<file path="src/rtl/parity_frame_pkg.sv">
// Shared parity-framing definitions, common to the transmit-side framer and this receive-side checker.
// Frame layout: parity bit at bit 0, data word in [width:1].
`ifndef PARITY_FRAME_LAYOUT_SVH
`define PARITY_FRAME_LAYOUT_SVH
`define PFC_PAR_BIT  0
`define PFC_DATA_LSB 1
`endif

package parity_frame_pkg;

  localparam logic PAR_EVEN = 1'b0;
  localparam logic PAR_ODD  = 1'b1;

  // Number of FIFO slots in the output stage, and the matching occupancy width.
  localparam int  FIFO_DEPTH = 2;
  localparam int  OCC_W      = 2;

  // Map an integer parity-mode parameter onto the mode constant.
  function automatic logic par_mode(input int odd_parity);
    return (odd_parity != 0) ? PAR_ODD : PAR_EVEN;
  endfunction

endpackage

</file>
<file path="src/rtl/parity_frame_fifo2.sv">
// Generic 2-entry valid/ready FIFO with registered ready/valid; slot 0 is always the head.
module parity_frame_fifo2
  import parity_frame_pkg::*;
#(
  parameter int DW = 9
) (
  input  logic          clk,
  input  logic          rst_n,
  input  logic [DW-1:0] in_data,
  input  logic          in_valid,
  output logic          in_ready,
  output logic [DW-1:0] out_data,
  output logic          out_valid,
  input  logic          out_ready
);

  localparam logic [OCC_W-1:0] OCC_EMPTY = '0;
  localparam logic [OCC_W-1:0] OCC_ONE   = OCC_W'(1);
  localparam logic [OCC_W-1:0] OCC_FULL  = OCC_W'(FIFO_DEPTH);

  logic [OCC_W-1:0] occ_q, occ_d;
  logic [DW-1:0]    mem0_q, mem0_d;
  logic [DW-1:0]    mem1_q, mem1_d;
  logic             room_q, room_d;
  logic             vld_q, vld_d;
  logic             push, pop;

  assign push      = in_valid & in_ready;
  assign pop       = vld_q & out_ready;
  // room_q resets to 1 so ready rises in the very first cycle after reset is released.
  assign in_ready  = room_q & rst_n;
  assign out_valid = vld_q;
  assign out_data  = mem0_q;

  always_comb begin
    occ_d  = occ_q;
    mem0_d = mem0_q;
    mem1_d = mem1_q;
    case ({push, pop})
      2'b10: begin
        if (occ_q == OCC_EMPTY) mem0_d = in_data;
        else                    mem1_d = in_data;
        occ_d = occ_q + OCC_ONE;
      end
      2'b01: begin
        if (occ_q == OCC_FULL) mem0_d = mem1_q;
        occ_d = occ_q - OCC_ONE;
      end
      2'b11: begin
        // Only reachable at occupancy 1: the incoming word replaces the departing head.
        mem0_d = in_data;
      end
      default: ;
    endcase
    room_d = (occ_d != OCC_FULL);
    vld_d  = (occ_d != OCC_EMPTY);
  end

  always_ff @(posedge clk) begin
    if (!rst_n) begin
      occ_q  <= OCC_EMPTY;
      mem0_q <= '0;
      mem1_q <= '0;
      room_q <= 1'b1;
      vld_q  <= 1'b0;
    end else begin
      occ_q  <= occ_d;
      mem0_q <= mem0_d;
      mem1_q <= mem1_d;
      room_q <= room_d;
      vld_q  <= vld_d;
    end
  end

endmodule

</file>
<file path="config.mk">
export PLATFORM = sky130hd
export DESIGN_NAME = parity_frame_fifo2
export DESIGN_NICKNAME = d
export VERILOG_FILES = /design/src/rtl/parity_frame_pkg.sv /design/src/rtl/parity_frame_fifo2.sv
export SDC_FILE = /design/constraint.sdc
export NUM_CORES = 1
export LEC_CHECK = 0
export ABC_AREA = 1
export CAP_MARGIN = 20
export CELL_PAD_IN_SITES_DETAIL_PLACEMENT = 0
export CELL_PAD_IN_SITES_GLOBAL_PLACEMENT = 2
export CORE_UTILIZATION = 25
export CTS_BUF_LIST = sky130_fd_sc_hd__clkbuf_16
export DETAILED_ROUTE_END_ITERATION = 12
export HOLD_SLACK_MARGIN = 0.15
export PLACE_DENSITY = 0.83
export SYNTH_ARGS = -nofsm -noshare
export SYNTH_HDL_FRONTEND = slang
export SYNTH_SLANG_ARGS = --single-unit
</file>
<file path="constraint.sdc">
create_clock -name clk -period 2 [get_ports clk]
set_input_delay 0.4 -clock clk [delete_from_list [all_inputs] [get_ports clk]]
set_output_delay 0.4 -clock clk [all_outputs]
set_load 0.05 [all_outputs]
</file>
; ---- Word-level counts from Yosys, hierarchy flattened
; Cells that the tools add are included.
[totals]
ff_bits = 22
input_bits = 13
elab_cells = 27
[op_classes]
add_sub_neg = 2
eq_ne = 7
n_mux = 4
bitwise = 4
reduce_logical = 5
[op_table]
columns = cell, n
row1 = $pmux 9 s3, 1
row2 = $mux 9, 2
row3 = $eq 2x2->1 const B, 3
row4 = $ne 2x2->1 const B, 3
row5 = $pmux 2 s2, 1
row6 = $and 1x1->1, 3
row7 = $reduce_and 3->1, 1
row8 = $reduce_bool 3->1, 1
row9 = $add 2x1->2 const B, 1
row10 = $eq 2x1->1 const B, 1
row11 = $logic_not 2->1, 1
row12 = $reduce_and 2->1, 1
row13 = $reduce_bool 2->1, 1
row14 = $sub 2x1->2 const B, 1
row15 = $not 1->1, 1

; ---- Depth between registers and ports, before layout
[logic_depth]
ltp_word = 5
depth_mapped = 12
depth_no_buf = 10

; ---- Least setup slack after synthesis
; OpenSTA, ideal clock, no wires.
[synth_timing]
path_type = input port to flip-flop
startpoint = in rst_n
endpoint = reg mem0_q[8], in the netlist out_data[8]
setup_time_ns = 0.115
t_arrival_ns = 1.858
t_required_ns = 1.885
slack_ns = 0.027
path_stages = 12
path_buffers = 2
path_cell_list = nand2_1 inv_1 nand2_1 ha_1 buf_6 clkinv_4 nor2_2 nor2_4 buf_12 nand3_2 nand2_1 nor2_2
[synth_between]
elab_chain_len = 5
word_cells_on_any_way = 10
classes_between = eq/ne: 5 / mux: 1 / bitwise: 2 / reduce/logical: 2
[synth_lines]
columns = element, line_no
row1 = start: declaration, parity_frame_fifo2.sv:8  ; input logic rst_n,
row2 = $and 1x1->1 (*), parity_frame_fifo2.sv:31  ; assign in_ready = room_q & rst_n;
row3 = named net in_ready, parity_frame_fifo2.sv:11  ; output logic in_ready,
row4 = $and 1x1->1 (*), parity_frame_fifo2.sv:28  ; assign push = in_valid & in_ready;
row5 = $eq 2x1->1 or $eq 2x2->1 (tied branches), parity_frame_fifo2.sv:39  ; case ({push, pop})
row6 = $ne 2x2->1 (no line) or $reduce_bool 3->1 (tied branches), n/a
row7 = $reduce_and 3->1 (no line), n/a
row8 = end signal: assignment, parity_frame_fifo2.sv:68  ; mem0_q <= mem0_d;
row9 = end: declaration, parity_frame_fifo2.sv:22  ; logic [DW-1:0] mem0_q, mem0_d;
; The timed path passes the listed nets; every way through them passes the cells marked *.
; A chain may end at the register's enable or synchronous reset.

; ---- Final worst setup path
[layout_timing]
startpoint = in rst_n
endpoint = reg mem0_q[2], in the netlist out_data[2]
[layout_between]
elab_chain_len = 5
word_cells_on_any_way = 10
classes_between = eq/ne: 5 / mux: 1 / bitwise: 2 / reduce/logical: 2
[layout_lines]
columns = element, line_no
row1 = $and 1x1->1, parity_frame_fifo2.sv:31
row2 = $and 1x1->1, parity_frame_fifo2.sv:28
row3 = $eq 2x1->1 or $eq 2x2->1 (tied branches), parity_frame_fifo2.sv:39
row4 = $ne 2x2->1 (no line) or $reduce_bool 3->1 (tied branches), n/a
row5 = $reduce_and 3->1 (no line), n/a
; Parallel ways exist; a longest one is shown, timed or not.

==> flow_summary.ini <==
[logic_synthesis]
synth_cells = 168
synth_edf_count = 0
synth_area_leaders = dfxtp_1, nor2_1, inv_1
synth_area_leader_cell = dfxtp_1
synth_top_area_share_pct = 37.2
ys_ff_latch = 22
postSynth.asyncResetShare_pct = 0
syn_nets = 184
synth.most_common_cell = nor2_1
synth_warnings = 0
ys.flop_type = dfxtp_1
yosysUniqueCellTypes = 22
avgSynthCellArea_um2 = 7.05
synth-seq-area-share_pct = 37.2
ys_top_cells_by_count = nor2_1, inv_1, nand2_1, dfxtp_1, nand3_1
post_synth_instance_area_um2 = 1180

[die]
die_y_um = 70.8
core_area_um2 = 4440
pin_count = 24
num_rows = 24
die_area_um2 = 5020
start_util_pct = 26.7
die_width_um = 70.8

[layout]
fin_nets = 217
post-route-util_pct = 36.2
antenna_cells = 0
final_area_um2 = 1610
fill_cells = 474
syn_to_final_growth_pct = 35.7
layout-drive-gt1-share_pct = 17.0
layoutNonFillerInstCount = 252

[global_routing]
overflow = 0
grt.total_usage_pct = 9.80
grt_pass1_vias = 885
grt_max_degree = 22
grt_first_pass_wirelength_mm = 3.93
grt_antenna_before_repair = 0

[sta]
period_share_pct = 90.5
rsz0062_at_grt = false
whs_ps = 480
worst_pin_slew_ps = 501
max-slew-margin-rel_pct = 66.5
hold_violations = 0
max_freq_mhz = 553
layout_min_cycle_time_ps = 1810
slew_viol_final = 0
worst_clock_skew_ps = 1.38
finalSetupViolCount = 0

[clock_network]
clockRootBuffer = clkbuf_16
numCtsBuffers = 3
cts_sinks = 22
cts_resized = 0
cts.clk_slew.worst_paths_ps = 60
cts_max_path_buffers = 2
htree_num_levels = 1
postCtsHoldBufs = 0
cts_tree = yes
clk_latency_ps = 250
post_cts_buffers = 0

[place]
hpwl_mm = 1.72
io_buffers = 23
place_inst = 248
placed_area_um2 = 1530
gp_congestion = 0.709

[worst_setup_path]
reg2reg_slack_ps = 510
crit_type = input port to flop
endpoint_kind = flop
cp.arrival_ps = 1960
reg2reg_depth = 11
cp.required_ps = 2150
timing.rr.start = room_q$_SDFF_PN1_
worstReg2RegEnd = out_data[2]$_SDFFE_PN0P_
path_max_fanout = 17
cp-start-kind = input port

[power]
irDropWorstVdd_v = 0.000331
power_density_nw_per_um2 = 1200
switching_share_pct = 39.3
p_leak_uw = 0.000795
clkPwrFrac_pct = 21.8
share_comb_of_total_power_pct = 46.7
p_seq_share_pct = 31.5
power_switching_uw = 760
p_int_uw = 1180

[detailed_routing]
avgViaCountPerCell = 3.92
drc = 0
drtAntennaViolNets = 0
dr_total_vias = 989
routed_wl_mm = 2.24
dr.first_iter.drc_count = 51
route.detailed.wl_per_inst_um = 8.90
firstDrtPassIters = 6

[run]
cap_viol_max_count = 0

[run_status]
status = finished, final reports clean

[worst_hold_path]
hold-path-endpoint = mem1_q[6]$_SDFFE_PN0P_
hold_path.class = flop to flop
hold_path_depth = 2
hp-start = mem1_q[6]$_SDFFE_PN0P_
worst max path at each step:
| stage | start | endpoint | slack, ps | cells past startpoint |
|---|---|---|---|---|
| after floorplan | rst_n | out_data[8]$_SDFFE_PN0P_ | 30 | 12 |
| after global placement | rst_n | out_data[2]$_SDFFE_PN0P_ | -40 | 13 |
| after detailed placement | rst_n | out_data[2]$_SDFFE_PN0P_ | -70 | 12 |
| after CTS | out_data[5]$_SDFFE_PN0P_ | out_data[5] | 180 | 1 |
| after global routing | rst_n | out_data[0]$_SDFFE_PN0P_ | 60 | 12 |
| final | rst_n | out_data[2]$_SDFFE_PN0P_ | 190 | 12 |
power by group through the flow:
| stage | combinational [uW] | clock (uW) | sequential, uW |
|---|---|---|---|
| after global routing | 985 | 459 | 626 |
| final | 903 | 422 | 610 |
| after global placement | 909 | 0 | 622 |
| after detailed placement | 913 | 0 | 622 |
| after floorplan | 456 | 0 | 823 |
| after CTS | 914 | 437 | 612 |
stage by stage:
step           setup slack [ps]  setup TNS (ps)  power, uW
6_report                    191               0       1940
5_1_grt                    62.4               0       2070
2_1_floorplan              27.1               0       1280
3_3_place_gp              -44.3            -266       1530
4_1_cts                     180               0       1960
3_5_place_dp              -68.8            -454       1530
critical path, cell delays in order:
cell             delay (ps)
clkdlybuf4s50_1         470
nand2_1                  50
inv_1                    60
nand2_1                  60
ha_1                    250
nand2_1                 130
nand2_2                  70
nor2_4                  110
buf_12                  160
nand3_1                  80
nand2_1                  80
nor2_2                   30
kinds of logic (layout without fill, tap and decap cells):
logic type	count (synthesis)	count (layout)	synth area share (%)
AO/OA/AOI/OAI	19	19	11.8
XOR/XNOR	1	1	0.739
adder cells (fa/ha/maj)	3	3	3.17
buffers and inverters	36	68	16.1
flip-flops	22	22	37.2
AND/OR/NAND/NOR	87	87	31.0
routing by layer:
metal / part of all wire [%] / track usage (%) / vias to the layer above
met5: 0 / 0 / -
met4: 0.94 / 2.67 / 0
met3: 3.1 / 2.14 / 2
met2: 42 / 15.7 / 15
met1: 54 / 13.3 / 401
li1: - / - / 571
cell type report:
| type | instances | area (um2) | share of cell area, % |
|---|---|---|---|
| clock inverters | 1 | 3.75 | 0.233 |
| inverters | 29 | 114 | 7.08 |
| clock buffers | 3 | 75.1 | 4.67 |
| repair buffers | 35 | 355 | 22.1 |
| well taps | 52 | 65.1 | 4.05 |
| multi-input cells | 110 | 554 | 34.5 |
| flip-flops and latches | 22 | 440 | 27.4 |
sequential cells by signal, indices dropped and copies added, names as in the netlist:
name,count
mem1_q,9
room_q,1
out_data,9
out_valid,1
occ_q,2
layout by cell type, fill, tap and decap left out, types with 8 or more instances in the layout:
master,n
buf_4,10
dfxtp_1,22
a21oi_2,9
nand3_1,10
o21ai_0,8
inv_1,27
nor2_1,44
nand2_1,25
clkdlybuf4s50_1,22
Note: power is estimated with default switching activity, not from simulation.
